$ cat src/rtl/regfile_wr_ctrl_pkg.sv
// Shared definitions for the register-file write-port controller.
package regfile_pkg;

    localparam int unsigned DATA_W   = 32;
    localparam int unsigned ADDR_W   = 5;
    localparam int unsigned LAST_REG = 31;

    // Grant vector bit positions used by the arbiter and the controller.
    localparam int unsigned GNT_ALU = 0;
    localparam int unsigned GNT_MEM = 1;

    typedef enum logic {
        INIT,
        RUN
    } wr_state_t;

    typedef enum logic {
        SRC_ALU,
        SRC_MEM
    } wr_src_t;

endpackage

$ cat src/rtl/regfile_wr_ctrl_if.sv
// Writeback request channels (ALU, MEM) and RegFile write-port drive.
interface regfile_wr_ctrl_if #(
    parameter int unsigned DATA_W = regfile_pkg::DATA_W,
    parameter int unsigned ADDR_W = regfile_pkg::ADDR_W
);

    // ALU writeback channel
    logic              AluValid;
    logic [ADDR_W-1:0] AluRd;
    logic [DATA_W-1:0] AluData;
    logic              AluReady;

    // Load writeback channel
    logic              MemValid;
    logic [ADDR_W-1:0] MemRd;
    logic [DATA_W-1:0] MemData;
    logic              MemReady;

    // RegFile write port and status
    logic [ADDR_W-1:0] RD;
    logic [DATA_W-1:0] WData;
    logic              RegWr;
    logic              InitDone;

    // Controller side
    modport slave (
        input  AluValid, AluRd, AluData,
        output AluReady,
        input  MemValid, MemRd, MemData,
        output MemReady,
        output RD, WData, RegWr, InitDone
    );

    // Writeback sources and register-file side
    modport master (
        output AluValid, AluRd, AluData,
        input  AluReady,
        output MemValid, MemRd, MemData,
        input  MemReady,
        input  RD, WData, RegWr, InitDone
    );

endinterface

$ cat src/rtl/regfile_wr_ctrl_rr_arb2.sv
// Combinational two-way round-robin arbiter; the last-grant state is kept
// by the caller.
module rr_arb2
    import regfile_pkg::*;
(
    input  logic       req_alu_i,
    input  logic       req_mem_i,
    input  wr_src_t    last_gnt_i,
    output logic [1:0] gnt_o
);

    // One-hot grant: a lone requester wins, a tie goes to the source not served last.
    always_comb begin
        gnt_o = '0;
        if (req_alu_i && req_mem_i) begin
            if (last_gnt_i == SRC_MEM) begin
                gnt_o[GNT_ALU] = 1'b1;
            end else begin
                gnt_o[GNT_MEM] = 1'b1;
            end
        end else if (req_alu_i) begin
            gnt_o[GNT_ALU] = 1'b1;
        end else if (req_mem_i) begin
            gnt_o[GNT_MEM] = 1'b1;
        end
    end

endmodule

$ cat src/rtl/regfile_wr_ctrl.sv
// Register-file write-port controller: clears r1..LAST_REG after reset, then
// arbitrates ALU and load writebacks onto the single registered write port.
module regfile_wr_ctrl #(
    parameter int unsigned DATA_W   = regfile_pkg::DATA_W,
    parameter int unsigned ADDR_W   = regfile_pkg::ADDR_W,
    parameter int unsigned LAST_REG = regfile_pkg::LAST_REG
) (
    input  logic               Clk,
    input  logic               Reset_n,
    regfile_wr_ctrl_if.slave   bus
);

    import regfile_pkg::*;

    wr_state_t         state_q, state_d;
    logic [ADDR_W-1:0] init_ptr_q, init_ptr_d;
    wr_src_t           last_gnt_q, last_gnt_d;
    logic [ADDR_W-1:0] rd_q, rd_d;
    logic [DATA_W-1:0] wdata_q, wdata_d;
    logic              regwr_q, regwr_d;

    logic [1:0]        gnt;
    logic              run;
    logic              alu_xfer;
    logic              mem_xfer;

    rr_arb2 u_arb (
        .req_alu_i  (bus.AluValid),
        .req_mem_i  (bus.MemValid),
        .last_gnt_i (last_gnt_q),
        .gnt_o      (gnt)
    );

    // Readys are only offered once the clearing sweep has finished.
    always_comb begin
        run      = (state_q == RUN);
        alu_xfer = run && gnt[GNT_ALU];
        mem_xfer = run && gnt[GNT_MEM];
    end

    assign bus.AluReady = alu_xfer;
    assign bus.MemReady = mem_xfer;
    assign bus.RD       = rd_q;
    assign bus.WData    = wdata_q;
    assign bus.RegWr    = regwr_q;
    assign bus.InitDone = run;

    // Next-state: sweep r1..LAST_REG with zeros, then register accepted writebacks.
    always_comb begin
        state_d    = state_q;
        init_ptr_d = init_ptr_q;
        last_gnt_d = last_gnt_q;
        rd_d       = rd_q;
        wdata_d    = wdata_q;
        regwr_d    = 1'b0;

        case (state_q)
            INIT: begin
                regwr_d = 1'b1;
                rd_d    = init_ptr_q;
                wdata_d = '0;
                if (init_ptr_q == ADDR_W'(LAST_REG)) begin
                    state_d = RUN;
                end else begin
                    init_ptr_d = init_ptr_q + ADDR_W'(1);
                end
            end
            RUN: begin
                if (alu_xfer) begin
                    rd_d       = bus.AluRd;
                    wdata_d    = bus.AluData;
                    regwr_d    = (bus.AluRd != '0);
                    last_gnt_d = SRC_ALU;
                end else if (mem_xfer) begin
                    rd_d       = bus.MemRd;
                    wdata_d    = bus.MemData;
                    regwr_d    = (bus.MemRd != '0);
                    last_gnt_d = SRC_MEM;
                end
            end
            default: begin
                state_d = INIT;
            end
        endcase
    end

    // State and write-port registers; reset favours ALU on the first tie.
    always_ff @(posedge Clk or negedge Reset_n) begin
        if (!Reset_n) begin
            state_q    <= INIT;
            init_ptr_q <= ADDR_W'(1);
            last_gnt_q <= SRC_MEM;
            rd_q       <= '0;
            wdata_q    <= '0;
            regwr_q    <= 1'b0;
        end else begin
            state_q    <= state_d;
            init_ptr_q <= init_ptr_d;
            last_gnt_q <= last_gnt_d;
            rd_q       <= rd_d;
            wdata_q    <= wdata_d;
            regwr_q    <= regwr_d;
        end
    end

endmodule

$ cat src/flat_wrapper.sv
// flat-port wrapper written by rule: the top's interface ports become plain ports
module regfile_wr_ctrl_flat import regfile_pkg::*;
#(
    parameter int unsigned DATA_W   = regfile_pkg::DATA_W,
    parameter int unsigned ADDR_W   = regfile_pkg::ADDR_W,
    parameter int unsigned LAST_REG = regfile_pkg::LAST_REG
)
  (Clk, Reset_n, bus_AluValid, bus_AluRd, bus_AluData, bus_AluReady, bus_MemValid, bus_MemRd, bus_MemData, bus_MemReady, bus_RD, bus_WData, bus_RegWr, bus_InitDone);
  regfile_wr_ctrl_if #(.DATA_W(DATA_W), .ADDR_W(ADDR_W)) bus_i ();
  input  logic Clk;
  input  logic Reset_n;
  input wire logic [$bits(bus_i.AluValid)-1:0] bus_AluValid;
  input wire logic [$bits(bus_i.AluRd)-1:0] bus_AluRd;
  input wire logic [$bits(bus_i.AluData)-1:0] bus_AluData;
  output wire logic [$bits(bus_i.AluReady)-1:0] bus_AluReady;
  input wire logic [$bits(bus_i.MemValid)-1:0] bus_MemValid;
  input wire logic [$bits(bus_i.MemRd)-1:0] bus_MemRd;
  input wire logic [$bits(bus_i.MemData)-1:0] bus_MemData;
  output wire logic [$bits(bus_i.MemReady)-1:0] bus_MemReady;
  output wire logic [$bits(bus_i.RD)-1:0] bus_RD;
  output wire logic [$bits(bus_i.WData)-1:0] bus_WData;
  output wire logic [$bits(bus_i.RegWr)-1:0] bus_RegWr;
  output wire logic [$bits(bus_i.InitDone)-1:0] bus_InitDone;
  assign bus_i.AluValid = bus_AluValid;
  assign bus_i.AluRd = bus_AluRd;
  assign bus_i.AluData = bus_AluData;
  assign bus_AluReady = bus_i.AluReady;
  assign bus_i.MemValid = bus_MemValid;
  assign bus_i.MemRd = bus_MemRd;
  assign bus_i.MemData = bus_MemData;
  assign bus_MemReady = bus_i.MemReady;
  assign bus_RD = bus_i.RD;
  assign bus_WData = bus_i.WData;
  assign bus_RegWr = bus_i.RegWr;
  assign bus_InitDone = bus_i.InitDone;
  regfile_wr_ctrl #(.DATA_W(DATA_W), .ADDR_W(ADDR_W), .LAST_REG(LAST_REG)) u_core (.Clk(Clk), .Reset_n(Reset_n), .bus(bus_i));
endmodule
$ cat config.mk
export PLATFORM = sky130hd
export DESIGN_NAME = regfile_wr_ctrl_flat
export DESIGN_NICKNAME = d
export VERILOG_FILES = /design/src/rtl/regfile_wr_ctrl_pkg.sv /design/src/rtl/regfile_wr_ctrl_if.sv /design/src/rtl/regfile_wr_ctrl_rr_arb2.sv /design/src/rtl/regfile_wr_ctrl.sv /design/src/flat_wrapper.sv
export SDC_FILE = /design/constraint.sdc
export NUM_CORES = 1
export LEC_CHECK = 0
export ABC_AREA = 1
export CORE_ASPECT_RATIO = 1.1
export CORE_MARGIN = 1
export CORE_UTILIZATION = 40
export DETAILED_ROUTE_END_ITERATION = 10
export GPL_ROUTABILITY_DRIVEN = 1
export PLACE_DENSITY = 0.77
export SYNTH_ARGS = -nofsm -noshare
export SYNTH_HDL_FRONTEND = slang
export SYNTH_SLANG_ARGS = --single-unit
$ cat constraint.sdc
create_clock -name Clk -period 1.82 [get_ports Clk]
set_input_delay 0.546 -clock Clk [delete_from_list [all_inputs] [get_ports Clk]]
set_output_delay 0.546 -clock Clk [all_outputs]
set_load 0.005 [all_outputs]
==> reports/metrics.yaml, run 1 <==
outcome: "finished clean"
p_leak_nw: 1.95
synth.net_count: 414
dpl_cell_area_um2: 3820
synth_edf_count: 0
yosys_warnings: 0
end_kind: "primary output"
max_stage_delay_ps: 550
drive_above_1_share_pct: 15.9
portBuffers: 118
route.antenna.remaining_nets: 0
area_growth_pct: 58.4
cts_tree: "built"
grt_use_met2_pct: 38.6
syn_avg_cell_area_um2: 7.50
max_slew_margin_pct: 71.7
synth_seq_cells: 45
num_antenna_cells: 0
avgRoutedWirePerCell_um: 12.5
syn-cell-area_um2: 2500
grt_busiest_layer: "met2"
fmax_ghz: 0.570
dieArea_um2: 6580
yosys-top-cells-area: "dfrtp_1 43%, inv_1 11%, nand2_1 10%, nand3_1 9.0%, o21ai_2 4.2%"
firstDrtPassIters: 4
setup_viol: 0
crit_required_ps: 1270
viasPerCell: 4.59
n_fill_cell: 486
root_buffer: "clkbuf_8"
crit_path_start_kind: "register"
critPathTopFamily: "flip-flops"
die_width_um: 77.4
ys_async_sr_fraction_pct: 100
grt_pass1_vias: 2491
insertion_delay_ps: 300
cts-htree-levels: 2
grt_usage_pct: 21.6
path_cells: "inv_4 > o21ai_4 > nor2_4 > clkbuf_2"
grt_util_met1_pct: 25.6
fin_ws_ps: 64.7
fp-row-count: 29
pre_cts_ws_ps: -597
drv_slew: 0
reg2reg_depth: 8
final.period_utilization_pct: 96.4
pin_count: 119
path_max_fanout: 3
grt_setup_unrepaired: "no"
cp.depth: 4
grt_overflow: 0
antenna_found_initial: 0
use_met3_pct: 4.52
drv_cap: 0
holdCritPathClass: "in2async"
worst-setup-path-type: "reg2out"
clk_pin_slew_ps: 90
start_util_pct: 42.3
synth_top_area_share_pct: 43.0
critPathArrivalTime_ps: 1210
fp.dieH_um: 85.0
yosys.area.top_type: "dfrtp_1"
cts-buffers-inserted: 5
placeableCoreArea_um2: 5910
final_area_um2: 3970
finalHoldViolCount: 0
setup_tns_ps: 0
dp_hpwl_um: 4880
yosysSeqAreaShare_pct: 45.1
synthCells: 334
skew_ps: 9.55
p_per_area_nw_per_um2: 655
slowest_stage: "dfstp_2"
worstMarginPinSlew_ps: 425
ys.flop_type: "dfrtp_1"
crit_buf_inv: 2
drtIter0Drc: 99
fin_util_pct: 67.0
cts_max_path_buffers: 2
grt_max_degree: 46
grt_pass1_wl_um: 11200
whs_ps: 215
max-vdd-ir-drop_uv: 398
gp_congestion: 0.786
min_period_ps: 1760
clock-sinks: 45
yosysUniqueCellTypes: 25
nets: 543
synth_most_common_cell: "inv_1"
via_count: 2482
synthTopCellsByCount: "74 x inv_1, 70 x nand2_1, 45 x nand3_1"
drcViolationCount: 0
drt-total-wl_um: 6780
state kept, by name (all words and copies together), names as in the netlist:
| register | cells |
|---|---|
| u_core.bus.WData | 32 |
| u_core.bus.RegWr | 1 |
| u_core.bus.InitDone | 1 |
| u_core.init_ptr_q | 5 |
| u_core.last_gnt_q | 1 |
| u_core.bus.RD | 5 |
worst paths after layout:
| check | startpoint | end | slack [ps] |
|---|---|---|---|
| hold / removal | Reset_n | u_core.bus.WData[8] | 210 |
| min in group Clk | u_core.bus.RD[0] | u_core.bus.RD[0] | 540 |
| hold reg to reg | u_core.bus.RD[0] | u_core.bus.RD[0] | 540 |
| setup reg to reg | u_core.init_ptr_q[0] | u_core.init_ptr_q[4] | 240 |
| max in group asynchronous | Reset_n | u_core.init_ptr_q[0] | 1320 |
| setup / recovery | u_core.last_gnt_q | bus_MemReady | 60 |
layout by cell type (no fill, tap or decap), types with 3 or more instances in the layout:
cell | netlist | routed
clkdlybuf4s50_1 | 0 | 112
inv_1 | 74 | 73
nand2_1 | 70 | 70
nand3_1 | 45 | 44
dfrtp_1 | 43 | 43
o21ai_1 | 16 | 15
buf_4 | 0 | 15
o21ai_2 | 12 | 12
nand2_2 | 12 | 11
inv_2 | 11 | 11
o21ai_0 | 10 | 10
nor2_1 | 7 | 7
clkbuf_8 | 0 | 7
a21oi_1 | 5 | 5
nand4_1 | 3 | 3
xor2_1 | 3 | 3
logic make-up (layout without fill, tap and decap cells):
group | count (synthesis) | in the layout | synth area share, %
xor gates and xnor gates | 3 | 3 | 1.05
and+or+nand+nor | 139 | 139 | 25.2
buffers and inverters | 101 | 231 | 17.0
DFF | 45 | 45 | 45.1
adders and majority gates | 2 | 2 | 0.999
AOI/OAI and AO/OA | 44 | 44 | 10.6
layer usage:
metal / routed length, um / vias to the layer above
met5: 0 / -
met4: 112 / 0
met3: 404 / 11
met2: 3420 / 85
met1: 2840 / 1126
li1: - / 1260
layout make-up:
class | instances | area, um^2 | share of cell area [%]
timing repair buffer | 136 | 1330 | 33.5
sequential | 45 | 1130 | 28.5
inverter | 87 | 339 | 8.55
clock inverter | 1 | 5.00 | 0.126
clock buffer | 7 | 96.3 | 2.43
tap | 77 | 96.3 | 2.43
multi-input combinational | 188 | 970 | 24.5
through the flow:
stage	power (mW)	instances
CTS	2.62	539
detailed placement	1.93	529
finish	2.60	541
floorplan	1.46	334
global placement	1.91	529
global route	2.75	541
power breakdown:
group	leakage [nW]	total [mW]	internal (mW)	switching (mW)
Sequential	0.529	1.15	1.10	0.0512
Clock	0.0542	0.678	0.343	0.335
Combinational	1.37	0.766	0.441	0.326
timing repair:
action                     in CTS  in global routing
buffers inserted                2                  2
hold buffers                    0                  0
gates resized for setup        15                  4
pin swaps                       2                  2
setup endpoints to repair       3                  2
Power figures use the tool's default switching activity.
==> run 2, diff against run 1 <==
--- a/config.mk
+++ b/config.mk
@@ -11,7 +11,7 @@
 export CORE_UTILIZATION = 40
 export DETAILED_ROUTE_END_ITERATION = 10
 export GPL_ROUTABILITY_DRIVEN = 1
-export PLACE_DENSITY = 0.77
+export PLACE_DENSITY = 0.79
 export SYNTH_ARGS = -nofsm -noshare
 export SYNTH_HDL_FRONTEND = slang
 export SYNTH_SLANG_ARGS = --single-unit
==> run 2 against run 1 <==
Against the previous run:
- clock power increased by 17%
- wire length grew 3.0%
- hold slack got worse by 67 ps
- first-iteration DRC count up 31%
- combinational power grew 1%
- final cell count increased by 0.74%
- fmax fell by 0.31%
- sequential power hardly changed
- critical path type is now in2out
- largest power group unchanged
==> reports/metrics.yaml, run 2 (synthesized netlist as in run 1, its figures left out) <==
skew_ps: 6.19  # -3.36 ps
start_util_pct: 42.3  # unchanged
setup_tns_ps: 0  # unchanged
dp_hpwl_um: 5080  # +4.2%
holdCritPathClass: "in2async"
drv_cap: 0  # unchanged
path_max_fanout: 2  # -1
grt_overflow: 0  # unchanged
grt_setup_unrepaired: "no"
die_width_um: 77.4  # unchanged
num_antenna_cells: 0  # unchanged
fp.dieH_um: 85.0  # unchanged
worstMarginPinSlew_ps: 434  # +9.16 ps
met3_length_um: 380  # -5.9%
final_area_um2: 4010  # +1.2%
dieArea_um2: 6580  # unchanged
max_slew_margin_pct: 71.0  # -0.72 points
crit_path_start_kind: "input port"
grt_pass1_vias: 2478  # -0.52%
nets: 547  # +0.74%
cts_max_path_buffers: 2  # unchanged
drcViolationCount: 0  # unchanged
viasPerCell: 4.67  # +1.7%
routedLengthMet1_um: 2990  # +5.0%
mostFrequentLayoutCell: "clkdlybuf4s50_1"
wl_met2_um: 3550  # +3.7%
grt_usage_pct: 22.2  # +0.58 points
final_cell_count_no_fill: 545  # +0.74%
drtIter0Drc: 130  # +31%
antenna_found_initial: 0  # unchanged
insertion_delay_ps: 300  # about the same
route.antenna.remaining_nets: 0  # unchanged
crit_path_end: "bus_MemReady"
p_leak_nw: 1.97  # +0.90%
place_inst: 532  # +0.57%
r2r_start: "u_core.init_ptr_q[1]"
end_kind: "primary output"
fmax_ghz: 0.568  # -0.31%
root_buffer: "clkbuf_8"
total_power_mw: 2.72  # +4.8%
dpl_cell_area_um2: 3840  # +0.59%
grt_pass1_wl_um: 11500  # +2.7%
reg2reg_to: "u_core.init_ptr_q[3]"
portBuffers: 118  # unchanged
cts-buffers-inserted: 5  # unchanged
worst-setup-path-type: "in2out"
max-vdd-ir-drop_uv: 385  # -3.2%
layout_common_cells: "112 x clkdlybuf4s50_1, 72 x inv_1, 70 x nand2_1, 44 x nand3_1, 43 x dfrtp_1"
critPathArrivalTime_ps: 1210  # about the same
r2r_slack_ps: 130  # -110 ps
reg2reg_depth: 7  # -1
avgRoutedWirePerCell_um: 12.8  # +2.2%
cts_tree: "built"
holdBufCountCts: 0  # unchanged
largest_reg_flops: 32  # unchanged
p_per_area_nw_per_um2: 678  # +3.5%
drive_above_1_share_pct: 16.7  # +0.72 points
top_layer: "met4"
cts-htree-levels: 2  # unchanged
area_growth_pct: 60.3
crit_required_ps: 1270  # about the same
via_count: 2544  # +2.5%
final.period_utilization_pct: 96.7  # +0.30 points
placeableCoreArea_um2: 5910  # unchanged
finalHoldViolCount: 0  # unchanged
drt-total-wl_um: 6990  # +3.0%
min_period_ps: 1760  # +5.50 ps
pin_count: 119  # unchanged
fp-row-count: 29  # unchanged
grt_max_degree: 37  # -20%
setup_viol: 0  # unchanged
whs_ps: 148  # -66.6 ps
gp_congestion: 0.780  # -0.74%
clk_pin_slew_ps: 80  # about the same
firstDrtPassIters: 4  # unchanged
clock-sinks: 45  # unchanged
outcome: "finished clean"
critPathLaunch: "bus_AluValid"
drv_slew: 0  # unchanged
==> run 2: routing by layer <==
metal  GRT usage, %  up-vias
li1               -     1268
met1           27.8     1184
met2           39.7       85
met3           3.87        7
met4           4.97        0
met5              0        -
==> run 2: cell type report <==
class                           count  area [um^2]
Fill cell                         488         1900
Timing Repair Buffer              140         1360
Sequential cell                    45         1130
Multi-Input combinational cell    188          970
Inverter                           87          337
Tap cell                           77         96.3
Clock buffer                        6         82.6
Clock inverter                      2         37.5
==> run 2: worst min-delay path by stage <==
stage | from | to | slack [ps] | depth (start not counted)
2_1_floorplan | Reset_n | u_core.bus.InitDone | 250 | 0
3_3_place_gp | Reset_n | u_core.bus.WData[7] | 470 | 1
3_5_place_dp | Reset_n | u_core.bus.WData[7] | 490 | 1
4_1_cts | Reset_n | u_core.bus.WData[1] | 160 | 1
5_1_grt | Reset_n | u_core.bus.RD[3] | 170 | 1
6_report | Reset_n | u_core.bus.WData[3] | 150 | 1
==> run 2: what timing repair did <==
item,4_1_cts,5_1_grt
resized for setup,19,1
setup buffers,5,0
pin swaps,2,1
endpoints found under the setup margin,3,1
==> run 2: through the flow <==
| step | setup slack [ps] | util (%) |
|---|---|---|
| 3_5_place_dp | -577 | 65.0 |
| 3_3_place_gp | -572 | 65.0 |
| 4_1_cts | 40.4 | 67.8 |
| 5_1_grt | 1.61 | 67.9 |
| 6_report | 59.2 | 67.9 |
| 2_1_floorplan | 219 | - |
==> run 2: where the power goes <==
part	switching, mW	internal (mW)
Clock	0.344	0.447
Sequential	0.0546	1.10
Combinational	0.331	0.446
Total	0.729	1.99
==> run 2: critical path, cell delays in order <==
cell and delay, ps:
clkdlybuf4s15_1 250, inv_2 70, o21ai_4 180, nor2_4 50, buf_2 120
